--- config.mk ---
export PLATFORM = sky130hd
export DESIGN_NAME = multdiv_seq
export DESIGN_NICKNAME = d
export VERILOG_FILES = /design/src/rtl/multdiv_seq.sv
export SDC_FILE = /design/constraint.sdc
export NUM_CORES = 1
export LEC_CHECK = 0
export BUFFER_PORTS_ARGS = -buffer_cell sky130_fd_sc_hd__clkbuf_2
export CORE_ASPECT_RATIO = 1.75
export CORE_MARGIN = 4
export CORE_UTILIZATION = 30
export DETAILED_ROUTE_END_ITERATION = 8
export PLACE_DENSITY = 0.57
export SLEW_MARGIN = 20
export SYNTH_ARGS = -nofsm -noshare
export SYNTH_HDL_FRONTEND = slang
export SYNTH_SLANG_ARGS = --single-unit
--- constraint.sdc ---
create_clock -name clk -period 11.34 [get_ports clk]
set_clock_uncertainty 0.05 [all_clocks]
set_input_delay 1.701 -clock clk [delete_from_list [all_inputs] [get_ports clk]]
set_output_delay 1.701 -clock clk [all_outputs]
set_load 0.005 [all_outputs]
--- src/rtl/multdiv_seq.sv ---
// multdiv_seq: iterative RV32M multiply/divide unit that borrows the ALU adder.
// Shift-add multiply and restoring divide, one bit per cycle for 32 cycles,
// then an optional sign-fixup cycle (FIXUP_CYCLE) before the DONE pulse.
// Optional macro MULDIV_EARLY_OUT_EN: zero-operand multiplies and divides with
// |dividend| < |divisor| complete on the special single-cycle path.
module multdiv_seq #(
  parameter int XLEN        = 32,
  parameter int FIXUP_CYCLE = 1
) (
  input  logic            clk,
  input  logic            rst,
  input  logic            start_i,
  input  logic [2:0]      op_i,
  input  logic [XLEN-1:0] rs1_i,
  input  logic [XLEN-1:0] rs2_i,
  input  logic            flush_i,
  output logic            busy_o,
  output logic            valid_o,
  output logic [XLEN-1:0] result_o,
  output logic            alu_req_o,
  output logic            alu_sub_o,
  output logic [XLEN-1:0] multdiv_operand_a_o,
  output logic [XLEN-1:0] multdiv_operand_b_o,
  input  logic [XLEN+1:0] adder_result_ext_i
);
  typedef enum logic [1:0] {IDLE, ITER, FIXUP, DONE} state_e;

  state_e          state_q;
  logic [2:0]      op_q;
  logic [4:0]      cnt_q;
  logic [XLEN-1:0] hi_q, lo_q, opnd_q, result_q;
  logic            valid_q, neg_prod_q, neg_quo_q, neg_rem_q;

  // Bit 0 of the extended adder result is the carry-in helper only.
  logic unused_ext0;
  assign unused_ext0 = adder_result_ext_i[0];

  // ---- start-time decode -------------------------------------------------
  logic            is_div, a_sgn, b_sgn, div0, ovf, special;
  logic [XLEN-1:0] a_mag, b_mag, spec_res;

  // Operand signedness, magnitudes and single-cycle special results.
  always_comb begin
    is_div = op_i[2];
    a_sgn  = rs1_i[XLEN-1] & (is_div ? ~op_i[0] : (op_i[1:0] == 2'b01 || op_i[1:0] == 2'b10));
    b_sgn  = rs2_i[XLEN-1] & (is_div ? ~op_i[0] : (op_i[1:0] == 2'b01));
    a_mag  = a_sgn ? ('0 - rs1_i) : rs1_i;
    b_mag  = b_sgn ? ('0 - rs2_i) : rs2_i;
    div0   = is_div && (rs2_i == '0);
    ovf    = is_div && !op_i[0] && (rs1_i == {1'b1, {(XLEN-1){1'b0}}}) && (rs2_i == '1);
    special  = div0 | ovf;
    spec_res = op_i[1] ? (div0 ? rs1_i : '0) : (div0 ? '1 : {1'b1, {(XLEN-1){1'b0}}});
`ifdef MULDIV_EARLY_OUT_EN
    if (!special && !is_div && (rs1_i == '0 || rs2_i == '0)) begin
      special  = 1'b1;
      spec_res = '0;
    end else if (!special && is_div && (a_mag < b_mag)) begin
      special  = 1'b1;
      spec_res = op_i[1] ? rs1_i : '0;
    end
`endif
  end

  // ---- per-iteration datapath ------------------------------------------
  logic [XLEN:0]   sum, sh;
  logic            qbit;
  logic [XLEN-1:0] hi_nx, lo_nx, fhi, flo, quo_f, rem_f, fix_res;
  logic [2*XLEN-1:0] prod_f;

  // Next accumulator values from the ALU sum, then the sign-fixed result.
  always_comb begin
    sum  = lo_q[0] ? {adder_result_ext_i[XLEN+1], adder_result_ext_i[XLEN:1]} : {1'b0, hi_q};
    sh   = {hi_q, lo_q[XLEN-1]};
    qbit = sh[XLEN] | adder_result_ext_i[XLEN+1];
    if (op_q[2]) begin
      hi_nx = qbit ? adder_result_ext_i[XLEN:1] : sh[XLEN-1:0];
      lo_nx = {lo_q[XLEN-2:0], qbit};
    end else begin
      hi_nx = sum[XLEN:1];
      lo_nx = {sum[0], lo_q[XLEN-1:1]};
    end
    // Without a fixup cycle the negate works straight off the last update.
    fhi    = (state_q == ITER) ? hi_nx : hi_q;
    flo    = (state_q == ITER) ? lo_nx : lo_q;
    prod_f = neg_prod_q ? ('0 - {fhi, flo}) : {fhi, flo};
    quo_f  = neg_quo_q ? ('0 - flo) : flo;
    rem_f  = neg_rem_q ? ('0 - fhi) : fhi;
    case (op_q)
      3'b000:          fix_res = prod_f[XLEN-1:0];
      3'b100, 3'b101:  fix_res = quo_f;
      3'b110, 3'b111:  fix_res = rem_f;
      default:         fix_res = prod_f[2*XLEN-1:XLEN];
    endcase
  end

  // ALU operand drive: only while iterating, zero otherwise.
  always_comb begin
    alu_req_o           = (state_q == ITER);
    alu_sub_o           = alu_req_o & op_q[2];
    multdiv_operand_a_o = '0;
    multdiv_operand_b_o = '0;
    if (alu_req_o) begin
      multdiv_operand_a_o = op_q[2] ? sh[XLEN-1:0] : hi_q;
      multdiv_operand_b_o = opnd_q;
    end
  end

  assign busy_o   = (state_q != IDLE);
  assign valid_o  = valid_q;
  assign result_o = result_q;

  // Control FSM plus accumulator/result registers; flush beats start.
  always_ff @(posedge clk or posedge rst) begin
    if (rst) begin
      state_q <= IDLE; op_q <= '0; cnt_q <= '0;
      hi_q <= '0; lo_q <= '0; opnd_q <= '0; result_q <= '0;
      valid_q <= 1'b0; neg_prod_q <= 1'b0; neg_quo_q <= 1'b0; neg_rem_q <= 1'b0;
    end else if (flush_i) begin
      state_q <= IDLE;
      valid_q <= 1'b0;
    end else begin
      case (state_q)
        IDLE: begin
          valid_q <= 1'b0;
          if (start_i) begin
            op_q       <= op_i;
            cnt_q      <= '0;
            neg_prod_q <= !is_div & (a_sgn ^ b_sgn);
            neg_quo_q  <= is_div & (a_sgn ^ b_sgn) & !div0;
            neg_rem_q  <= is_div & a_sgn;
            hi_q       <= '0;
            lo_q       <= is_div ? a_mag : b_mag;
            opnd_q     <= is_div ? b_mag : a_mag;
            if (special) begin
              result_q <= spec_res;
              valid_q  <= 1'b1;
              state_q  <= DONE;
            end else begin
              state_q  <= ITER;
            end
          end
        end
        ITER: begin
          hi_q  <= hi_nx;
          lo_q  <= lo_nx;
          cnt_q <= cnt_q + 5'd1;
          if (cnt_q == 5'd31) begin
            if (FIXUP_CYCLE != 0) begin
              state_q <= FIXUP;
            end else begin
              result_q <= fix_res;
              valid_q  <= 1'b1;
              state_q  <= DONE;
            end
          end
        end
        FIXUP: begin
          result_q <= fix_res;
          valid_q  <= 1'b1;
          state_q  <= DONE;
        end
        default: begin
          valid_q <= 1'b0;
          state_q <= IDLE;
        end
      endcase
    end
  end
endmodule

-- Yosys cells after proc, flatten, opt, wreduce, memory -nomap -nowiden
Cells that the tools add are included.
- register bits after elaboration: 142
- input bits: 105
- output and inout bits: 100
- word-level logic and storage cells: 105
- add/subtract/negate cells: 6
- eq/ne operators: 16
- mux-type cells: 40
- bitwise gates (word level): 12
- reduce and logical (&&, ||, !) cells: 20
- operators by type and width (cell ; number):
    2-to-1 mux 32 bit ; 20
    case mux 32 bit (2 select lines) ; 3
    subtractor 1 x 32 -> 32 bit, first input constant ; 4
    case mux 32 bit (3 select lines) ; 1
    equality test 32 bit, second input constant ; 2
    2-to-1 mux 64 bit ; 1
    subtractor 1 x 64 -> 64 bit, first input constant ; 1
    2-to-1 mux 33 bit ; 1
    zero test 32 bit ; 1
    2-to-1 mux 31 bit ; 1
    equality test 3 bit, second input constant ; 4
    case mux 5 bit (2 select lines) ; 1
    2-to-1 mux 2 bit ; 4
    bitwise AND 1 bit ; 7
    != test 2 bit, second input constant ; 3
    case mux 2 bit (3 select lines) ; 1
    AND reduction 3 bit ; 2
    nonzero test 2 bit ; 3
    adder 5 x 1 -> 5 bit, second input constant ; 1
    equality test 5 bit, second input constant ; 1
    2-to-1 mux 1 bit ; 5
    2-to-1 mux 5 bit ; 1
    equality test 2 x 1 -> 1 bit, second input constant ; 2
    equality test 2 bit, second input constant ; 2
    14 further kinds ; 22

-- Longest topological paths before layout
- word-level depth: 9
- mapped depth: 23
- depth with buffers taken out: 15

-- Least setup slack after synthesis
OpenSTA, ideal clock, no wires.
- kind: input-to-reg
- start point: in adder_result_ext_i[33]
- end point: reg result_q[22], in the netlist result_o[22]
- setup time: 0.124 ns
- arrival time: 5.413 ns
- data required time: 11.166 ns
- path slack: 5.752 ns
- stages: 17
- path buffers: 3
- cell sequence: or2_1 > clkbuf_1 > buf_1 > buf_1 > or2_2 > a31oi_1 > a21o_1 > inv_1 > ha_1 > inv_1 > a2111oi_1 > nand2_1 > or3_1 > nor3_1 > mux2_2 > o221ai_1 > o21ai_1
- longest elaborated chain between the ends: 8
- elaborated cells on any way between the ends: 14
- those cells by class: 3 x add/sub; 10 x mux; 1 x bitwise
- RTL lines (what ; line ; source):
    start: declaration ; 24 ; input logic [XLEN+1:0] adder_result_ext_i
    OR 1 bit * ; 74 ; qbit = sh[XLEN] | adder_result_ext_i[XLEN+1];
    2-to-1 mux 32 bit ; 76 ; hi_nx = qbit ? adder_result_ext_i[XLEN:1] : sh[XLEN-1:0];
    2-to-1 mux 32 bit ; 75 ; if (op_q[2]) begin
    2-to-1 mux 32 bit ; 83 ; fhi = (state_q == ITER) ? hi_nx : hi_q;
    subtractor 1 x 64 -> 64 bit / subtractor 1 x 32 -> 32 bit (equally long branches) ; 85, 87 ;
    2-to-1 mux 64 bit / 2-to-1 mux 32 bit (equally long branches) ; 85, 87 ;
    case mux 32 bit (3 select lines) * ; 88 ; case (op_q)
    case mux 32 bit (2 select lines) * ; 122 ; case (state_q)
    end signal: assignment ; 135 ; result_q <= spec_res;
    end signal: assignment ; 151 ; result_q <= fix_res;
    end signal: assignment ; 158 ; result_q <= fix_res;
    end: declaration ; 31 ; logic [XLEN-1:0] hi_q, lo_q, opnd_q, result_q;
Mark *: on every way between the ends. The rest lies on a longest branch, timed or not.
A chain may end at the register's enable or synchronous reset.

-- Final worst setup path
- start point: reg state_q[1]
- end point: reg result_q[26], in the netlist result_o[26]
- longest elaborated chain between the ends: 6
- elaborated cells on any way between the ends: 17
- those cells by class: 3 x add/sub; 4 x eq/ne; 7 x mux; 3 x reduce/logical
- RTL lines (what ; line ; source):
    start: declaration ; 28 ; state_e state_q;
    start signal: assignment ; 115 ; state_q <= IDLE; op_q <= '0; cnt_q <= '0;
    start signal: assignment ; 119 ; state_q <= IDLE;
    start signal: assignment ; 137 ; state_q <= DONE;
    equality test 2 x 1 -> 1 bit ; 83, 84, 122 ;
    2-to-1 mux 32 bit, on equally long branches ; 84, 83 ;
    subtractor 1 x 64 -> 64 bit (tied with other cells) ; 85 ; prod_f = neg_prod_q ? ('0 - {fhi, flo}) : {fhi, flo};
    2-to-1 mux 64 bit (tied with other cells) ; 85 ;
    case mux 32 bit (3 select lines) ; 88 ;
    case mux 32 bit (2 select lines) ; 122 ;
Parallel ways exist; a longest one is shown, timed or not.

==> impl_metrics.csv <==
group,metric,value,unit
die,ioPinCount,205,
logic_synthesis,synth_nets,2144,
final_layout,most-common-layout-cells,"nor2_1, nand2_1, o21ai_0",
timing,min_period_over_period,52.7,%
placed_design,dp_hpwl,53300,um
hold_path,hp-class,"reg -> reg",
critical_path,rr_worst_depth,13,
detailed_routing,num_vias,16400,
grt,grt.total_usage,24.6,%
final_layout,final_cells,2792,
pwr,ir_drop,0.189,mV
critical_path,critPathLaunch,"state_q[1]$_DFFE_PP0P_",
clocking,postCtsSetupBuffers,0,
detailed_routing,drt_wl_total,68600,um
timing,hold_ws,0.427,ns
logic_synthesis,netlist_instances,2027,
logic_synthesis,syn_avg_cell_area,7.40,sq um
timing,hold_viol,0,
detailed_routing,post_drt_wl_per_cell,24.6,um
critical_path,reg2reg_from,"state_q[1]$_DFFE_PP0P_",
die,dieArea,0.0538,sq mm
critical_path,slowest_stage,"buf_4",
logic_synthesis,ys_warn_count,0,
critical_path,cp.required,11.61,ns
detailed_routing,drtAntennaViolNets,0,
clocking,hold_buffers,0,
clocking,path_clk_slew,0.08,ns
critical_path,crit_chain,"inv_1 -> ha_4 -> buf_4 -> nand2b_1 -> buf_4 -> o21a_1 -> a221oi_1 -> nand4_1 -> or4_1 -> o21ai_0 -> nor3_1 -> o22ai_1 -> o21ai_0",
grt,overflow,0,
final_layout,drive_above_1_share,17.3,%
placed_design,pre_cts_ws,5.10,ns
final_layout,fillers,5347,
logic_synthesis,synthArstFlopShare,100,%
placed_design,dp.cells,2760,
logic_synthesis,synth_area,0.0150,sq mm
final_layout,syn_to_final_growth,13.7,%
timing,fin_crit,5.98,ns
die,die_h,304,um
final_layout,antennaDiodeCount,0,
die,rows,108,
die,start_util,30.2,%
clocking,cts_buffers,17,
grt,grt_pass1_wl,102000,um
hold_path,min-delay-start,"cnt_q[4]$_DFFE_PP0P_",
logic_synthesis,ys.flop_type,"dfrtp_1",
detailed_routing,drt_iter0_drc,1308,
clocking,max-clock-path-buffers,2,
placed_design,place_area,0.0164,sq mm
placed_design,numPortBuffers,203,
logic_synthesis,synth-edff-count,0,
final_layout,layout_commonest_cell,"nor2_1",
timing,fin_ws,5.36,ns
critical_path,crit_path_start_kind,"flop",
pwr,leakage,0.00679,uW
logic_synthesis,yosys.cell_types.count,92,
timing,slew_headroom,20.5,%
final_layout,final_area,0.0170,sq mm
die,coreArea,0.0496,sq mm
critical_path,cp_max_fo,88,
logic_synthesis,synth_seq_cells,142,
final_layout,layout.nets,2236,
timing,setup_violations,0,
detailed_routing,dr.pass1.iters,6,
job,max_cap_violations,0,
critical_path,cp-end-kind,"flop",
critical_path,slowest_delay,0.76,ns
outcome,status,"finished, final reports clean",
critical_path,crit_type,"reg -> reg",
grt,grt_max_degree,93,
timing,rsz0062_at_grt,"false",
critical_path,arrival,6.25,ns
clocking,clockRootBuffer,"clkbuf_16",
detailed_routing,drc,0,
logic_synthesis,ys_seq_area_share,23.7,%
die,die_w,177,um
grt,grt_pass1_vias,15800,
timing,setup-tns-final,0,ns
clocking,htreeDepth,4,
placed_design,place.gp.congestion,0.985,
clocking,cts_resized,0,
hold_path,min_path_cells,2,
clocking,cts_num_sinks,142,
timing,fmax,167,MHz
clocking,cts_tree,"yes",
pwr,power.density,304,mW/mm^2
timing,final_max_slew_viol_count,0,
detailed_routing,vias_per_cell,5.87,
grt,grt_antenna_before_repair,0,
timing,worst_pin_slew,1.16,ns
clocking,clk_latency,0.47,ns
worst paths after layout:
check / end / slack [ns]
worst max-delay path: result_o[26]$_DFFE_PP0P_ / 5.36
worst min-delay path: cnt_q[4]$_DFFE_PP0P_ / 0.43
worst max register to register: result_o[26]$_DFFE_PP0P_ / 5.36
worst min register to register: cnt_q[4]$_DFFE_PP0P_ / 0.43
max in group asynchronous: op_q[2]$_DFFE_PP0P_ / 8.49
min in group asynchronous: result_o[4]$_DFFE_PP0P_ / 1.35
layer usage:
layer	track usage [%]	up-vias	wire [um]
met1	26.6	7861	24600
met2	43.6	710	34600
met5	0	-	0
met4	17.1	0	5660
met3	3.55	181	3670
li1	-	7640	-
sequential cells by signal (all words and copies together) (netlist names):
name / flops
cnt_q: 5
hi_q: 32
lo_q: 32
neg_prod_q: 1
neg_quo_q: 1
neg_rem_q: 1
op_q: 3
opnd_q: 32
result_o: 32
state_q: 2
valid_o: 1
critical path, delay by kind of cell, from the launching register on:
kind	cells	cell delay, ns
adder cells (fa/ha/maj)	1	0.57
buffers and inverters	3	1.21
flip-flops	1	0.42
AND/OR/NAND/NOR	4	1.74
AO/OA/AOI/OAI	5	1.71
per-stage QoR:
| stage | util, % | total power [uW] |
|---|---|---|
| global route | 34.4 | 5500 |
| floorplan | - | 3320 |
| detailed placement | 33.1 | 4510 |
| global placement | 33.1 | 4480 |
| finish | 34.4 | 5180 |
| CTS | 34.4 | 5130 |
cell families after synthesis:
kind of cell | count (synthesis) | share of synthesized area, %
DFF | 142 | 23.7
muxes | 146 | 10.2
and+or+nand+nor | 749 | 24.3
buffers and inverters | 188 | 5.31
AOI/OAI and AO/OA | 673 | 28.7
adders and majority gates | 12 | 1.00
xor gates and xnor gates | 117 | 6.83
cell usage after synthesis (9+ instances only):
cell	number	area [sq um]
buf_1	9	33.8
dfrtp_1	142	3550
and3_1	9	56.3
nor3_1	46	230
a21oi_1	154	771
o211ai_1	19	143
o2bb2ai_1	19	166
xor2_1	48	420
o41ai_1	11	96.3
o22ai_1	26	163
o221ai_1	19	166
o31ai_1	29	218
nand3_1	28	140
nor2_1	244	916
and2_1	44	275
o21ai_0	205	1030
ha_1	12	150
or4_1	9	67.6
a31oi_1	39	244
mux2i_1	102	1020
xnor2_1	69	604
inv_1	27	101
buf_2	18	90.1
a21o_1	14	105
or3b_2	11	96.3
nand2_1	211	792
nor2b_1	12	75.1
mux2_2	40	450
clkbuf_1	122	458
nand4_1	23	144
a211oi_1	20	150
or2_2	10	62.6
or3_1	23	144
o21a_1	23	173
nor4_1	23	144
layout make-up:
class	count	area (sq um)	share of cell area, %
Clock inverter	15	194	1.14
Clock buffer	17	425	2.50
Timing Repair Buffer	233	1240	7.29
Multi-Input combinational cell	1697	10700	62.7
Tap cell	660	826	4.84
Inverter	28	110	0.646
Sequential cell	142	3560	20.9
where the power goes:
part           switching [uW]  internal [uW]  total (uW)
sequential                315            728        1040
clock                     303            300         604
combinational            2340           1190        3530
total                    2960           2220        5180
Note: power is estimated with default switching activity, not from simulation.
